==> config.mk <==
export PLATFORM = sky130hd
export DESIGN_NAME = pc_src_ctrl_flat
export DESIGN_NICKNAME = d
export VERILOG_FILES = /design/src/rtl/pc_src_ctrl_if.sv /design/src/rtl/pc_src_ctrl.sv /design/src/flat_wrapper.sv
export SDC_FILE = /design/constraint.sdc
export NUM_CORES = 1
export LEC_CHECK = 0
export ABC_AREA = 0
export BUFFER_PORTS_ARGS = -buffer_cell sky130_fd_sc_hd__buf_2
export CORE_MARGIN = 2
export CORE_UTILIZATION = 49
export CTS_CLUSTER_SIZE = 25
export DETAILED_ROUTE_END_ITERATION = 7
export GPL_ROUTABILITY_DRIVEN = 0
export PLACE_DENSITY = 0.78
export SLEW_MARGIN = 15
export SYNTH_ARGS = -nofsm -noshare
export SYNTH_HDL_FRONTEND = slang
export SYNTH_SLANG_ARGS = --single-unit
==> constraint.sdc <==
create_clock -name clk -period 3.1 [get_ports clk]
set_clock_uncertainty 0.15 [all_clocks]
set_input_delay 0.775 -clock clk [delete_from_list [all_inputs] [get_ports clk]]
set_output_delay 0.775 -clock clk [all_outputs]
set_load 0.05 [all_outputs]
==> src/rtl/pc_src_ctrl_if.sv <==
// PC source controller bus: decode inputs, ALU flags, exception requests,
// retired-counter preload, and the PC/IR/EPC write controls back to the datapath.
interface pc_src_ctrl_if;
    logic [5:0]  opcode;
    logic [5:0]  funct;
    logic        zero;
    logic        gt;
    logic        instr_done;
    logic        overflow;
    logic        div_zero;
    logic        retired_load;
    logic [31:0] retired_load_val;
    logic [2:0]  PcSrc;
    logic        PCWrite;
    logic        IRWrite;
    logic        epc_write;
    logic        link_write;
    logic [7:0]  exc_vec;
    logic [1:0]  exc_cause;
    logic [31:0] retired;

    // Controller side
    modport master (
        input  opcode, funct, zero, gt, instr_done, overflow, div_zero,
        input  retired_load, retired_load_val,
        output PcSrc, PCWrite, IRWrite, epc_write, link_write,
        output exc_vec, exc_cause, retired
    );

    // Datapath side
    modport slave (
        output opcode, funct, zero, gt, instr_done, overflow, div_zero,
        output retired_load, retired_load_val,
        input  PcSrc, PCWrite, IRWrite, epc_write, link_write,
        input  exc_vec, exc_cause, retired
    );
endinterface

==> src/rtl/pc_src_ctrl.sv <==
// PC source controller: fetch/decode sequencing, branch/jump/jr PC selection,
// exception entry through a vectored handler, and a retired-instruction counter.
// Strobes are decoded from state only; PCWrite in BRANCH also looks at the flags.
module pc_src_ctrl (
    input  logic              clk,
    input  logic              reset,
    pc_src_ctrl_if.master     bus
);

    typedef enum logic [3:0] {
        FETCH1 = 4'd0,
        FETCH2 = 4'd1,
        FETCH3 = 4'd2,
        DECODE = 4'd3,
        BRANCH = 4'd4,
        JUMP   = 4'd5,
        JR     = 4'd6,
        EXEC   = 4'd7,
        EXC1   = 4'd8,
        EXC2   = 4'd9,
        EXC3   = 4'd10
    } state_t;

    localparam logic [1:0] CAUSE_INVALID  = 2'b00;
    localparam logic [1:0] CAUSE_OVERFLOW = 2'b01;
    localparam logic [1:0] CAUSE_DIVZERO  = 2'b10;

    state_t      state_q, state_d;
    logic [5:0]  opcode_q, opcode_d;
    logic [1:0]  exc_cause_q, exc_cause_d;
    logic [7:0]  exc_vec_q, exc_vec_d;
    logic [31:0] retired_q, retired_d;
    logic        exc_take_s;
    logic [1:0]  exc_code_s;

    // Handler vector address in memory for each exception cause
    function automatic logic [7:0] cause_to_vec(input logic [1:0] cause);
        logic [7:0] vec;
        case (cause)
            2'b00:   vec = 8'd253;
            2'b01:   vec = 8'd254;
            2'b10:   vec = 8'd255;
            default: vec = 8'd255;
        endcase
        return vec;
    endfunction

    // Next-state, opcode capture, exception latch and retired counter update
    always_comb begin
        state_d     = state_q;
        opcode_d    = opcode_q;
        exc_cause_d = exc_cause_q;
        exc_vec_d   = exc_vec_q;
        retired_d   = retired_q;
        exc_take_s  = 1'b0;
        exc_code_s  = CAUSE_INVALID;

        case (state_q)
            FETCH1: state_d = FETCH2;
            FETCH2: state_d = FETCH3;
            FETCH3: state_d = DECODE;
            DECODE: begin
                opcode_d = bus.opcode;
                case (bus.opcode)
                    6'h04, 6'h05, 6'h06, 6'h07: state_d = BRANCH;
                    6'h02, 6'h03:               state_d = JUMP;
                    6'h00: begin
                        if (bus.funct == 6'h08) begin
                            state_d = JR;
                        end else begin
                            state_d = EXEC;
                        end
                    end
                    6'h08, 6'h0F, 6'h23, 6'h2B, 6'h20, 6'h28: state_d = EXEC;
                    default: begin
                        exc_take_s = 1'b1;
                        exc_code_s = CAUSE_INVALID;
                    end
                endcase
            end
            BRANCH, JUMP, JR: begin
                state_d   = FETCH1;
                retired_d = retired_q + 32'd1;
            end
            EXEC: begin
                // Exceptions beat completion; overflow beats divide-by-zero
                if (bus.overflow) begin
                    exc_take_s = 1'b1;
                    exc_code_s = CAUSE_OVERFLOW;
                end else if (bus.div_zero) begin
                    exc_take_s = 1'b1;
                    exc_code_s = CAUSE_DIVZERO;
                end else if (bus.instr_done) begin
                    state_d   = FETCH1;
                    retired_d = retired_q + 32'd1;
                end else begin
                    state_d = EXEC;
                end
            end
            EXC1:    state_d = EXC2;
            EXC2:    state_d = EXC3;
            EXC3:    state_d = FETCH1;
            default: state_d = FETCH1;
        endcase

        // Cause and vector are captured on entry so they are visible during EXC1
        if (exc_take_s) begin
            state_d     = EXC1;
            exc_cause_d = exc_code_s;
            exc_vec_d   = cause_to_vec(exc_code_s);
        end else begin
            exc_cause_d = exc_cause_d;
        end

        if (bus.retired_load) begin
            retired_d = bus.retired_load_val;
        end else begin
            retired_d = retired_d;
        end
    end

    // State and datapath registers with synchronous reset
    always_ff @(posedge clk) begin
        if (reset) begin
            state_q     <= FETCH1;
            opcode_q    <= 6'd0;
            exc_cause_q <= 2'b00;
            exc_vec_q   <= 8'd0;
            retired_q   <= 32'd0;
        end else begin
            state_q     <= state_d;
            opcode_q    <= opcode_d;
            exc_cause_q <= exc_cause_d;
            exc_vec_q   <= exc_vec_d;
            retired_q   <= retired_d;
        end
    end

    // Strobe and PC mux decode from the current state
    always_comb begin
        bus.PcSrc      = 3'b000;
        bus.PCWrite    = 1'b0;
        bus.IRWrite    = 1'b0;
        bus.epc_write  = 1'b0;
        bus.link_write = 1'b0;
        case (state_q)
            FETCH3: begin
                bus.IRWrite = 1'b1;
                bus.PCWrite = 1'b1;
            end
            BRANCH: begin
                bus.PcSrc = 3'b001;
                case (opcode_q)
                    6'h04:   bus.PCWrite = bus.zero;
                    6'h05:   bus.PCWrite = ~bus.zero;
                    6'h06:   bus.PCWrite = ~bus.gt;
                    6'h07:   bus.PCWrite = bus.gt;
                    default: bus.PCWrite = 1'b0;
                endcase
            end
            JUMP: begin
                bus.PcSrc      = 3'b010;
                bus.PCWrite    = 1'b1;
                bus.link_write = (opcode_q == 6'h03);
            end
            JR: begin
                bus.PcSrc   = 3'b011;
                bus.PCWrite = 1'b1;
            end
            EXC1: bus.epc_write = 1'b1;
            EXC3: begin
                bus.PcSrc   = 3'b100;
                bus.PCWrite = 1'b1;
            end
            default: bus.PcSrc = 3'b000;
        endcase
    end

    assign bus.exc_cause = exc_cause_q;
    assign bus.exc_vec   = exc_vec_q;
    assign bus.retired   = retired_q;

endmodule

==> src/flat_wrapper.sv <==
// flat-port wrapper written by rule: the top's interface ports become plain ports
module pc_src_ctrl_flat 
  (clk, reset, bus_opcode, bus_funct, bus_zero, bus_gt, bus_instr_done, bus_overflow, bus_div_zero, bus_retired_load, bus_retired_load_val, bus_PcSrc, bus_PCWrite, bus_IRWrite, bus_epc_write, bus_link_write, bus_exc_vec, bus_exc_cause, bus_retired);
  pc_src_ctrl_if bus_i ();
  input  logic clk;
  input  logic reset;
  input wire logic [$bits(bus_i.opcode)-1:0] bus_opcode;
  input wire logic [$bits(bus_i.funct)-1:0] bus_funct;
  input wire logic [$bits(bus_i.zero)-1:0] bus_zero;
  input wire logic [$bits(bus_i.gt)-1:0] bus_gt;
  input wire logic [$bits(bus_i.instr_done)-1:0] bus_instr_done;
  input wire logic [$bits(bus_i.overflow)-1:0] bus_overflow;
  input wire logic [$bits(bus_i.div_zero)-1:0] bus_div_zero;
  input wire logic [$bits(bus_i.retired_load)-1:0] bus_retired_load;
  input wire logic [$bits(bus_i.retired_load_val)-1:0] bus_retired_load_val;
  output wire logic [$bits(bus_i.PcSrc)-1:0] bus_PcSrc;
  output wire logic [$bits(bus_i.PCWrite)-1:0] bus_PCWrite;
  output wire logic [$bits(bus_i.IRWrite)-1:0] bus_IRWrite;
  output wire logic [$bits(bus_i.epc_write)-1:0] bus_epc_write;
  output wire logic [$bits(bus_i.link_write)-1:0] bus_link_write;
  output wire logic [$bits(bus_i.exc_vec)-1:0] bus_exc_vec;
  output wire logic [$bits(bus_i.exc_cause)-1:0] bus_exc_cause;
  output wire logic [$bits(bus_i.retired)-1:0] bus_retired;
  assign bus_i.opcode = bus_opcode;
  assign bus_i.funct = bus_funct;
  assign bus_i.zero = bus_zero;
  assign bus_i.gt = bus_gt;
  assign bus_i.instr_done = bus_instr_done;
  assign bus_i.overflow = bus_overflow;
  assign bus_i.div_zero = bus_div_zero;
  assign bus_i.retired_load = bus_retired_load;
  assign bus_i.retired_load_val = bus_retired_load_val;
  assign bus_PcSrc = bus_i.PcSrc;
  assign bus_PCWrite = bus_i.PCWrite;
  assign bus_IRWrite = bus_i.IRWrite;
  assign bus_epc_write = bus_i.epc_write;
  assign bus_link_write = bus_i.link_write;
  assign bus_exc_vec = bus_i.exc_vec;
  assign bus_exc_cause = bus_i.exc_cause;
  assign bus_retired = bus_i.retired;
  pc_src_ctrl u_core (.clk(clk), .reset(reset), .bus(bus_i));
endmodule
==> impl_metrics.yaml <==
status:
  status: "complete, no violations"
worst_setup_path:
  critPathLaunch: "u_core.state_q[0]"
  r2r-start: "u_core.state_q[3]"
  ff2ff_setup_slack_ns: 0.46
  end_kind: "output port"
  worstSetupEndpoint: "bus_PCWrite"
  worst_r2r_endpoint: "u_core.bus.retired[16]"
  arrival_ns: 1.90
  crit_path_top_delay_cell: "dfxtp_1"
  max_stage_delay_ns: 0.66
  worst_setup_path_start_kind: "flop"
  reg2regPathDepth: 6
  worstPathMaxFanout: 14
  path_cells: "nand2b_1 > nor3b_1 > a21oi_1 > o41ai_2 > buf_2"
  path_class: "flop to output port"
  crit_required_ns: 2.17
cells_and_area:
  num_antenna_cells: 0
  final_cells: 496
  nFillCells: 514
  final_cell_mix: "100 x buf_2, 47 x dfxtp_1, 44 x nor2_1"
  layout-drive-gt1-share: 0.292
  syn_to_final_growth_pct: 23.0
  fin_util: 0.613
  fin_nets: 476
  final_common_cell: "buf_2"
timing:
  worst_slew_pin_slew_ns: 0.688
  fin_crit_sh: 0.910
  max_freq_ghz: 0.354
  final_hold_viol_count: 0
  finalSetupViolations: 0
  period_minus_slack_ns: 2.82
  setup-tns-final_ns: 0
  drv_slew: 0
  relSlewSlack: 0.541
  whs_ns: 0.319
  grt_setup_unrepaired: "false"
detailed_routing:
  drt-total-wl_mm: 7.12
  drtIter0Drc: 135
  vias_per_cell: 5.76
  drc: 0
  drtAntennaViolNets: 0
  routed-via-count: 2856
  dr.pass1.iters: 4
  post_drt_wl_per_cell_microns: 14.4
logic_synthesis:
  synth-seq-cells: 47
  synth_compound_area_frac: 0.195
  synth_nets: 388
  synth-xor-area-share: 0.0682
  yosysWarnings: 0
  synthSimpleGateAreaFrac: 0.295
  synth_fa_ha_area_frac: 0.00464
  synth_edf_count: 0
  synthArstFlopShare: 0
  yosysSeqAreaShare: 0.349
  synth_flop_cell: "dfxtp_1"
  netlist_area_sq_mm: 0.00270
  synthCells: 335
  synth.avg_cell_area_sq_um: 8.05
  synth_cell_types: 52
  muxShareOfSynthArea: 0.0297
  synth_top_family_by_area: "simple AND/OR/NAND/NOR gates"
power_and_ir_drop:
  internal_power_w: 0.000987
  max-vdd-ir-drop_uv: 259
  seqPwrFrac: 0.458
  clkPwrFrac: 0.223
  p_sw_frac: 0.398
  power_density_mw_per_mm2: 494
  p_leak_nw: 1.30
  power_w: 0.00164
  power_frac_comb: 0.319
  power.switching_w: 0.000652
die:
  die_y_microns: 78.2
  rows: 27
  core-area_sq_mm: 0.00541
  num_io_pins: 101
  die_x_microns: 78.2
  dieArea_sq_mm: 0.00611
  start_util: 0.499
cts:
  ctsRootBufferMaster: "clkbuf_8"
  cts.repair.resized: 0
  post_cts_buffers: 0
  clkLatencyLatePin_ns: 0.30
  cts.sinks: 47
  cts_made_buffers: 5
  htreeDepth: 2
  cts_tree: "yes"
  clk_pin_slew_ns: 0.08
  ctsHoldBuffers: 0
  cts_max_path_buffers: 2
global_routing:
  grt.total_usage: 0.225
  gr-total-overflow: 0
  grt_antenna_before_repair: 0
  grt_pass1_vias: 2371
  grt_pass1_wl_mm: 11.2
  grt_max_degree: 38
min_path:
  hold_class: "flop to flop"
  min-delay-start: "u_core.bus.exc_cause[0]"
place:
  port_buffers: 100
  post-place-cells: 488
  place_hpwl_mm: 5.17
job:
  drv_cap: 0
-- routing by layer --
layer / vias to the layer above / share of wire / wire length [microns] / GRT usage
li1: 1418 / - / - / -
met5: - / 0 / 0 / 0
met2: 100 / 0.46 / 3290 / 0.349
met1: 1323 / 0.45 / 3230 / 0.309
met4: 0 / 0.023 / 161 / 0.0877
met3: 15 / 0.063 / 446 / 0.0448
-- how the worst min path moves through the flow --
stage | cells past startpoint | to | slack [ns]
2_1_floorplan | 2 | u_core.opcode_q[2] | 0.31
3_3_place_gp | 1 | u_core.bus.exc_vec[0] | 0.30
3_5_place_dp | 1 | u_core.bus.exc_vec[0] | 0.31
4_1_cts | 2 | u_core.bus.exc_cause[0] | 0.32
5_1_grt | 1 | u_core.bus.exc_vec[0] | 0.36
6_report | 2 | u_core.bus.exc_cause[0] | 0.32
-- power groups by stage --
stage	Clock, W	Sequential (W)	Combinational [W]
after floorplan	0	0.000832	0.000322
after global placement	0	0.000760	0.000515
after detailed placement	0	0.000762	0.000520
after CTS	0.000371	0.000749	0.000522
after global routing	0.000393	0.000761	0.000563
final	0.000365	0.000751	0.000523
-- state kept, by name, indices dropped and copies added (netlist names) --
register,flops
u_core.state_q,4
u_core.bus.retired,32
u_core.opcode_q,6
u_core.bus.exc_cause,2
u_core.bus.exc_vec,3
-- metrics by stage --
stage | worst slack (ns) | area, sq um
finish | 0.279 | 3320
global route | 0.107 | 3320
CTS | 0.300 | 3320
detailed placement | 0.199 | 3230
global placement | 0.288 | 3230
floorplan | 0.156 | 2710
-- cells in the mapped netlist (all sizes together) (2+ instances only) --
library cell  count  area share
a211oi           16       0.045
a21oi             8       0.015
a311oi           12       0.039
a31oi             2      0.0046
and2              2      0.0046
and4              2      0.0065
buf              10       0.023
clkbuf           17       0.024
dfxtp            47        0.35
inv               8       0.011
mux2i             8       0.030
nand2            20       0.028
nand2b            6       0.014
nand3            11       0.020
nand4            13       0.032
nand4b            3      0.0097
nor2             44       0.061
nor3              7       0.013
nor4             12       0.028
nor4b             2      0.0065
o21a              3      0.0084
o21ai            17       0.032
o221a             2      0.0084
o31ai             2      0.0056
or2               4      0.0093
or3              11       0.026
or4               6       0.017
xnor2            17       0.055
xor2              4       0.013
-- area by class of cell --
cell class                      instances  area [sq um]  area share
Clock inverter                          1          5.00     0.00151
Sequential cell                        47           941       0.284
Inverter                                8          30.0     0.00906
Timing Repair Buffer                  108           561       0.169
Clock buffer                            7          76.3      0.0230
Multi-Input combinational cell        253          1610       0.486
Tap cell                               72          90.1      0.0272
-- worst max-delay path: cells and delay by family, from the launching register on --
family | cells | cell delay [ns]
AOI/OAI and AO/OA | 2 | 0.16
and+or+nand+nor | 2 | 0.47
buffers and inverters | 1 | 0.31
DFF | 1 | 0.66
-- kinds of logic (layout without fill, tap and decap cells) --
| logic type | Yosys count | in the layout |
|---|---|---|
| AOI/OAI and AO/OA | 74 | 74 |
| xor gates and xnor gates | 21 | 21 |
| adders and majority gates | 1 | 1 |
| buffers and inverters | 35 | 124 |
| DFF | 47 | 47 |
| muxes | 8 | 8 |
| and+or+nand+nor | 149 | 149 |
Power figures use the tool's default switching activity.
